===== src/rtl/pr_freeze_seq.sv =====
// Freeze/port-reset sequencer for a partial-reconfiguration slot.
// On a freeze request it waits for every monitored AFU TX stream to reach a packet boundary.
// The wait is bounded by a timeout. It then freezes the slot and holds the ports in reset.
// On release it unfreezes the slot and keeps the port reset low for a fixed hold time.
module pr_freeze_seq #(
   parameter int unsigned PG_NUM_PORTS    = 1,
   parameter int unsigned DRAIN_TIMEOUT   = 4096,
   parameter int unsigned RST_HOLD_CYCLES = 16
) (
   input  logic                    clk,
   input  logic                    reset,
   input  logic                    freeze_req,
   input  logic [PG_NUM_PORTS-1:0] tx_tvalid,
   input  logic [PG_NUM_PORTS-1:0] tx_tready,
   input  logic [PG_NUM_PORTS-1:0] tx_tlast,
   input  logic                    err_clr,
   output logic                    pr_freeze,
   output logic [PG_NUM_PORTS-1:0] port_rst_n,
   output logic                    freeze_ack,
   output logic                    busy,
   output logic                    timeout_err
);

   localparam int unsigned DrainW = (DRAIN_TIMEOUT > 1) ? $clog2(DRAIN_TIMEOUT) : 1;
   localparam int unsigned HoldW  = (RST_HOLD_CYCLES > 0) ? $clog2(RST_HOLD_CYCLES + 1) : 1;
   localparam logic [DrainW-1:0] DrainLast = DrainW'(DRAIN_TIMEOUT - 1);
   localparam logic [HoldW-1:0]  HoldLast  = HoldW'(RST_HOLD_CYCLES - 1);

   typedef enum logic [1:0] {
      StRstHold,
      StIdle,
      StDrain,
      StFrozen
   } state_e;

   state_e                  state_q, state_d;
   logic [DrainW-1:0]       drain_cnt_q, drain_cnt_d;
   logic [HoldW-1:0]        hold_cnt_q, hold_cnt_d;
   logic [PG_NUM_PORTS-1:0] in_pkt_q, in_pkt_d;
   logic                    pr_freeze_q, pr_freeze_d;
   logic [PG_NUM_PORTS-1:0] port_rst_n_q, port_rst_n_d;
   logic                    freeze_ack_q, freeze_ack_d;
   logic                    busy_q, busy_d;
   logic                    timeout_err_q, timeout_err_d;
   logic                    quiesced;
   logic                    timeout_set;

   // Per-port packet tracker; runs in every state so DRAIN starts from an accurate view.
   always_comb begin
      in_pkt_d = in_pkt_q;
      for (int i = 0; i < int'(PG_NUM_PORTS); i++) begin
         if (tx_tvalid[i] && tx_tready[i]) begin
            in_pkt_d[i] = ~tx_tlast[i];
         end
      end
   end

   // A port also counts as busy while it offers a beat, even one that would end a packet.
   assign quiesced = ~|in_pkt_q && ~|tx_tvalid;

   // Next-state logic, drain/hold counters, and registered outputs derived from the next state.
   always_comb begin
      state_d     = state_q;
      drain_cnt_d = drain_cnt_q;
      hold_cnt_d  = hold_cnt_q;
      timeout_set = 1'b0;

      unique case (state_q)
         StRstHold: begin
            if (hold_cnt_q == HoldLast) begin
               state_d = StIdle;
            end else begin
               hold_cnt_d = hold_cnt_q + 1'b1;
            end
         end
         StIdle: begin
            if (freeze_req) begin
               state_d     = StDrain;
               drain_cnt_d = '0;
            end
         end
         StDrain: begin
            if (!freeze_req) begin
               state_d = StIdle;
            end else if (quiesced) begin
               state_d = StFrozen;
            end else if (drain_cnt_q == DrainLast) begin
               state_d     = StFrozen;
               timeout_set = 1'b1;
            end else begin
               drain_cnt_d = drain_cnt_q + 1'b1;
            end
         end
         StFrozen: begin
            if (!freeze_req) begin
               state_d    = StRstHold;
               hold_cnt_d = '0;
            end
         end
         default: begin
            state_d = StRstHold;
         end
      endcase

      pr_freeze_d   = (state_d == StFrozen);
      freeze_ack_d  = (state_d == StFrozen);
      busy_d        = (state_d != StIdle);
      port_rst_n_d  = {PG_NUM_PORTS{(state_d == StIdle) || (state_d == StDrain)}};

      // A new timeout beats a coincident clear.
      if (timeout_set) begin
         timeout_err_d = 1'b1;
      end else if (err_clr) begin
         timeout_err_d = 1'b0;
      end else begin
         timeout_err_d = timeout_err_q;
      end
   end

   // State, counters, trackers and output registers.
   always_ff @(posedge clk or posedge reset) begin
      if (reset) begin
         state_q       <= StRstHold;
         drain_cnt_q   <= '0;
         hold_cnt_q    <= '0;
         in_pkt_q      <= '0;
         pr_freeze_q   <= 1'b0;
         port_rst_n_q  <= '0;
         freeze_ack_q  <= 1'b0;
         busy_q        <= 1'b1;
         timeout_err_q <= 1'b0;
      end else begin
         state_q       <= state_d;
         drain_cnt_q   <= drain_cnt_d;
         hold_cnt_q    <= hold_cnt_d;
         in_pkt_q      <= in_pkt_d;
         pr_freeze_q   <= pr_freeze_d;
         port_rst_n_q  <= port_rst_n_d;
         freeze_ack_q  <= freeze_ack_d;
         busy_q        <= busy_d;
         timeout_err_q <= timeout_err_d;
      end
   end

   assign pr_freeze   = pr_freeze_q;
   assign port_rst_n  = port_rst_n_q;
   assign freeze_ack  = freeze_ack_q;
   assign busy        = busy_q;
   assign timeout_err = timeout_err_q;

endmodule

===== config.mk =====
export PLATFORM = sky130hd
export DESIGN_NAME = pr_freeze_seq
export DESIGN_NICKNAME = d
export VERILOG_FILES = /design/src/rtl/pr_freeze_seq.sv
export SDC_FILE = /design/constraint.sdc
export NUM_CORES = 1
export LEC_CHECK = 0
export BUFFER_PORTS_ARGS = -buffer_cell sky130_fd_sc_hd__buf_2
export CAP_MARGIN = 0
export CORE_UTILIZATION = 50
export CTS_CLUSTER_DIAMETER = 40
export DETAILED_ROUTE_END_ITERATION = 6
export MAX_ROUTING_LAYER = met4
export PLACE_DENSITY = 0.65
export SKIP_LAST_GASP = 1
export SYNTH_ARGS = -nofsm -noshare
export SYNTH_HDL_FRONTEND = slang
export SYNTH_SLANG_ARGS = --single-unit
export TNS_END_PERCENT = 1

===== constraint.sdc =====
create_clock -name clk -period 2.4 [get_ports clk]
set_input_delay 0.48 -clock clk [delete_from_list [all_inputs] [get_ports clk]]
set_output_delay 0.48 -clock clk [all_outputs]
set_load 0.05 [all_outputs]

==> results of run 1 <==
-- critical path, stage by stage, from the launching register on --
cell     delay [ns]
dfrtp_1        0.45
ha_1           0.22
nand3_1        0.19
nor4_4         0.51
nor3_2         0.11
o21ai_0        0.26
ha_1           0.28
inv_1          0.05
-- synthesized netlist by cell type (3+ instances only) --
| master | count |
|---|---|
| nand3_1 | 6 |
| nor2_1 | 7 |
| o41ai_1 | 3 |
| ha_1 | 5 |
| inv_1 | 8 |
| o31ai_1 | 4 |
| nand2b_1 | 4 |
| nand2_1 | 16 |
| or4_1 | 3 |
| a21oi_1 | 6 |
| o21ai_0 | 8 |
| and3_1 | 3 |
| o211ai_1 | 3 |
| dfrtp_1 | 23 |
| a221oi_1 | 3 |
-- through the flow --
stage / worst slack, ns / power (mW)
floorplan: 0.5074 / 0.9491
global placement: 0.3836 / 1.042
detailed placement: 0.2988 / 1.070
CTS: 0.2710 / 1.365
global route: 0.1064 / 1.455
finish: 0.2874 / 1.355
-- layer usage --
layer | global-route usage [%] | vias up
met5 | - | -
met4 | 7.456 | 0
met3 | 3.390 | 6
met2 | 32.51 | 24
met1 | 29.63 | 517
li1 | - | 549
-- area by class of cell --
cell class,instances,area (um2)
inverters,8,30.03
multi-input cells,101,671.9
repair buffers,14,77.57
clock buffers,3,22.52
fillers,218,1028
flip-flops and latches,24,601.8
well taps,30,37.54
clock inverters,1,30.03
-- power groups by stage --
| stage | clock, mW | combinational (mW) | sequential [mW] |
|---|---|---|---|
| 2_1_floorplan | 0 | 0.325 | 0.624 |
| 3_3_place_gp | 0 | 0.465 | 0.576 |
| 3_5_place_dp | 0 | 0.488 | 0.582 |
| 4_1_cts | 0.303 | 0.487 | 0.575 |
| 5_1_grt | 0.322 | 0.543 | 0.590 |
| 6_report | 0.296 | 0.485 | 0.575 |
-- cells in the final DEF (no fill, tap or decap), drive strengths merged, types with 4 or more instances in the layout --
master and instances:
a21oi 6, buf 14, dfrtp 23, ha 5, inv 8, nand2 16
nand2b 4, nand3 7, nor2 7, o21ai 8, o31ai 4
-- cell families after synthesis --
group,synth area share (%)
muxes,0.7498
DFF,45.08
buffers and inverters,4.592
and+or+nand+nor,23.90
AOI/OAI and AO/OA,21.00
adders and majority gates,4.686
-- sequential cells by signal, summed over array words and instances (netlist names) --
signal / flops
timeout_err: 1
state_q: 2
hold_cnt_q: 5
in_pkt_q: 1
freeze_ack: 1
port_rst_n: 1
busy: 1
drain_cnt_q: 12
-- worst min-delay path by stage --
stage / to / slack [ns] / cells past startpoint
finish: freeze_ack / 0.16 / 3
global route: state_q[1] / 0.20 / 3
global placement: drain_cnt_q[8] / 0.49 / 1
CTS: freeze_ack / 0.18 / 3
detailed placement: drain_cnt_q[8] / 0.50 / 1
floorplan: drain_cnt_q[8] / 0.47 / 1
==> run_results.csv, run 1 <==
group,metric,value,unit
worst_setup_path,end_kind,"flop",
logic_synthesis,synth_top_area_share,43.11,%
pwr,combPwrFrac,35.8,%
logic_synthesis,synth.top_cells.by_area,"dfrtp_1, ha_1, nand2_1",
flow_run,drv_cap,0,
worst_setup_path,setup.worst_path.start,"drain_cnt_q[0]",
final_layout,final_nets,164,
route,antenna_left,0,
floorplan,core-area,2500,um2
logic_synthesis,synth-async-reset-ratio,100.0,%
logic_synthesis,ys_seq_area_share,45.08,%
run_status,status,"complete, no violations",
grt,overflow,0,
worst_setup_path,reg2reg_slack,0.29,ns
pwr,power_density,921.2,nW/um2
worst_setup_path,r2r-start,"drain_cnt_q[0]",
logic_synthesis,yosys_warnings,0,
floorplan,fp-row-count,18,
cts,cts_resized,0,
route,top_layer,"met4",
place,dp.cells,177,
timing,hold_viol,0,
logic_synthesis,synth.avg_cell_area,9.674,um2
final_layout,antennaDiodeCount,0,
timing,rsz0062_at_grt,"no",
pwr,power_switching,519.6,uW
cts,postCtsHoldBufs,0,
route,postRouteWirelength,2686,um
logic_synthesis,netlist_instances,138,
worst_setup_path,cp.required,2.68,ns
worst_setup_path,start_kind,"flop",
timing,drv_slew,0,
final_layout,finalNonFillerCells,181,
grt,grt_pass1_vias,991,
worst_setup_path,path_max_fanout,10,
worst_setup_path,arrival,2.39,ns
hold_path,worstHoldPathType,"in2async",
timing,setup_viol,0,
timing,fin_skew,0.01812,ns
timing,post-route-min-period,2.113,ns
grt,grt_max_degree,25,
cts,cts_sinks,24,
worst_setup_path,cp-endpoint,"port_rst_n",
worst_setup_path,rr_worst_depth,7,
cts,path_clk_slew,0.15,ns
logic_synthesis,syn-cell-area,1335,um2
floorplan,die_w,53.67,um
final_layout,fin_area,1471,um2
route,dr_wl_met3,89,um
cts,clock_path_buffers,2,
route,wl_met1,1371,um
cts,cts_buffers,3,
cts,cts_root_buffer,"clkbuf_4",
cts,h-tree-depth,1,
route,drtIter0Drc,31,
timing,worst_pin_slew,0.5135,ns
logic_synthesis,ys_ff_latch,24,
timing,setup_tns,0,ns
logic_synthesis,syn-num-nets,150,
place,gp_routability_congestion,0.7735,
place,dpl_cell_area,1419,um2
cts,clkLatencyLatePin,0.32,ns
final_layout,area_growth,10.22,%
route,wl_met2,1191,um
worst_setup_path,path_class,"reg2reg",
route,drc,0,
timing,clock.fmax,473.3,MHz
timing,relSlewSlack,65.51,%
timing,min_period_over_period,88.03,%
cts,post-cts-setup-buffers,0,
pwr,p_sw_share,38.34,%
pwr,pwr-share-clk,21.8,%
logic_synthesis,synth-edff-count,0,
floorplan,start_util,53.40,%
logic_synthesis,yosysTopAreaCell,"dfrtp_1",
route,dr.pass1.iters,4,
floorplan,dieHeight,53.67,um
pwr,ir_worst_vdd,773.9,uV
route,num_vias,1096,
pwr,p_int,835.8,uW
grt,grt_use_total,21.71,%
worst_setup_path,reg2reg_to,"port_rst_n",
pwr,power.leakage,0.6646,nW
logic_synthesis,synthDistinctLibCells,44,
place,hpwl,1915,um
place,io_buffer_count,11,
grt,grt_pass1_wl,4388,um
final_layout,drive_gt1_share,15.23,%
route,via_per_inst,6.055,
floorplan,num_io_pins,12,
final_layout,fin_util,58.86,%
pwr,p_seq_share,42.4,%
timing,whs,0.1649,ns
floorplan,die_area,2880,um2
grt,antenna_found_initial,0,
route,wl_per_cell,14.84,um
logic_synthesis,ys.flop_type,"dfrtp_1",
cts,cts_tree,"yes",
No activity file was read; power rests on OpenSTA's default activity.
==> run 2, diff against run 1 <==
- clock period: 2.4 -> 2 ns (I/O delays scaled with it)
==> run 2 against run 1 <==
Net effect: die area is the same; clock skew shrank 0.015 ns; first-iteration DRC count shrank 48%; global-route usage grew 1.9 points; fmax grew 12%; critical path depth shrank 1; clock power grew 21%; register-to-register slack lost 0.18 ns; sequential power grew 20%.
==> run_results.csv, run 2 (same netlist as run 1, synthesis figures left out) <==
group,metric,value,unit
worst_setup_path,path_class,"reg2reg",
grt,overflow,0,
worst_setup_path,slowest_stage,"or4_1",
route,num_vias,1153,
timing,relSlewSlack,67.08,%
worst_setup_path,path_max_fanout,9,
place,io_buffer_count,11,
timing,clock.fmax,528.4,MHz
cts,cts_sinks,24,
pwr,total_power,1.629,mW
timing,whs,0.07034,ns
final_layout,area_growth,11.34,%
cts,post-cts-setup-buffers,0,
place,gp_routability_congestion,0.8163,
cts,clock_path_buffers,2,
worst_setup_path,end_kind,"flop",
grt,grt_max_degree,16,
route,wl_per_cell,15.34,um
worst_setup_path,cp_num_buf_inv,1,
place,hpwl,2092,um
worst_setup_path,setup.worst_path.start,"drain_cnt_q[0]",
final_layout,drive_gt1_share,16.34,%
grt,grt_pass1_vias,1050,
final_layout,fin_area,1486,um2
final_layout,final_nets,166,
final_layout,layout_commonest_cell,"dfrtp_1",
worst_setup_path,worst_path_largest_cell_delay,0.50,ns
floorplan,core-area,2500,um2
pwr,power_density,1096,nW/um2
final_layout,fillers,204,
route,via_per_inst,6.301,
worst_setup_path,crit_family,"simple AND/OR/NAND/NOR gates",
floorplan,start_util,53.40,%
pwr,p_seq_share,42.4,%
floorplan,die_area,2880,um2
final_layout,top_regs,"drain_cnt_q: 12 flops, hold_cnt_q: 5 flops, state_q: 2 flops",
route,dr.pass1.iters,4,
place,dpl_cell_area,1434,um2
pwr,power.leakage,0.6743,nW
worst_setup_path,crit_chain,"ha_1, nand3_1, nor4_4, buf_4, or4_1, a21oi_1",
final_layout,largest-register,"drain_cnt_q",
worst_setup_path,start_kind,"flop",
final_layout,antennaDiodeCount,0,
worst_setup_path,arrival,2.15,ns
route,antenna_left,0,
pwr,ir_worst_vdd,891.5,uV
final_layout,regArea,601.8,um2
timing,post-route-min-period,1.893,ns
grt,antenna_found_initial,0,
timing,min_period_over_period,94.63,%
final_layout,multi_input_comb_area,671.9,um2
timing,worst_pin_slew,0.4932,ns
grt,grt_use_total,23.59,%
place,pre_cts_ws,0.08564,ns
grt,grt_pass1_wl,4754,um
cts,cts_buffers,3,
timing,hold_viol,0,
timing,rsz0062_at_grt,"yes",
worst_setup_path,r2r-start,"drain_cnt_q[0]",
final_layout,largest_reg_flops,12,
pwr,combPwrFrac,35.7,%
cts,h-tree-depth,1,
route,postRouteWirelength,2807,um
timing,setup_tns,0,ns
final_layout,layout_common_cells,"dfrtp_1, nand2_1, buf_2",
pwr,power_switching,625.4,uW
pwr,pwr-share-clk,21.9,%
floorplan,dieHeight,53.67,um
timing,fin_skew,0.003349,ns
flow_run,drv_cap,0,
pwr,p_int,1.004,mW
floorplan,fp-row-count,18,
cts,cts_root_buffer,"clkbuf_4",
run_status,status,"complete, no violations",
cts,clkLatencyLatePin,0.32,ns
route,drc,0,
cts,path_clk_slew,0.14,ns
floorplan,num_io_pins,12,
timing,setup_viol,0,
hold_path,worstHoldPathType,"in2async",
timing,drv_slew,0,
floorplan,die_w,53.67,um
timing,fin_ws,0.1074,ns
cts,cts_tree,"yes",
route,drtIter0Drc,16,
pwr,p_sw_share,38.39,%
worst_setup_path,cp.required,2.26,ns
==> run 2: changes by cell type in the layout (fill, tap and decap cells not counted), sizes merged <==
cell,delta
buf,+2
==> run 2: worst register-to-register path, cell delays in order (launching register included) <==
cell and delay, ns:
dfrtp_1 0.47, ha_1 0.26, nand3_1 0.20, nor4_4 0.08, buf_4 0.17, or4_1 0.50, a21oi_1 0.15
==> run 2: through the flow <==
step | util, % | cells
after CTS | 59.46 | 183
after detailed placement | 57.36 | 179
after floorplan | - | 138
final | 59.46 | 183
after global routing | 59.46 | 183
after global placement | 57.36 | 179
==> run 2: final cells by class <==
cell class | count | area share (%)
clock buffers | 3 | 1.515
repair buffers | 16 | 6.229
flip-flops and latches | 24 | 40.49
inverters | 8 | 2.020
multi-input cells | 101 | 45.20
well taps | 30 | 2.525
clock inverters | 1 | 2.020
==> run 2: timing repair <==
| action | 4_1_cts | 5_1_grt |
|---|---|---|
| resized for setup | 0 | 1 |
| setup endpoints to repair | 0 | 3 |
| hold buffers | 0 | 0 |
==> run 2: final timing paths <==
check	to	slack, ns	depth (start not counted)
min in group clk	timeout_err	0.24	2
max	drain_cnt_q[3]	0.11	6
max reg2reg	drain_cnt_q[3]	0.11	6
max in group asynchronous	busy	1.31	3
min reg2reg	drain_cnt_q[8]	0.52	1
min	freeze_ack	0.07	2
==> run 2: power by group through the flow <==
stage | Sequential (mW) | Combinational, mW | Clock (mW)
floorplan | 0.749 | 0.390 | 0
global placement | 0.692 | 0.554 | 0
detailed placement | 0.698 | 0.585 | 0
CTS | 0.689 | 0.584 | 0.364
global route | 0.712 | 0.653 | 0.384
finish | 0.691 | 0.582 | 0.357
==> run 2: per-layer routing <==
metal	up-vias	part of all wire (%)	GRT usage, %
li1	556	-	-
met1	564	50	31.38
met2	31	46	37.24
met3	2	3.5	2.542
met4	0	0.36	7.895
met5	-	0	-
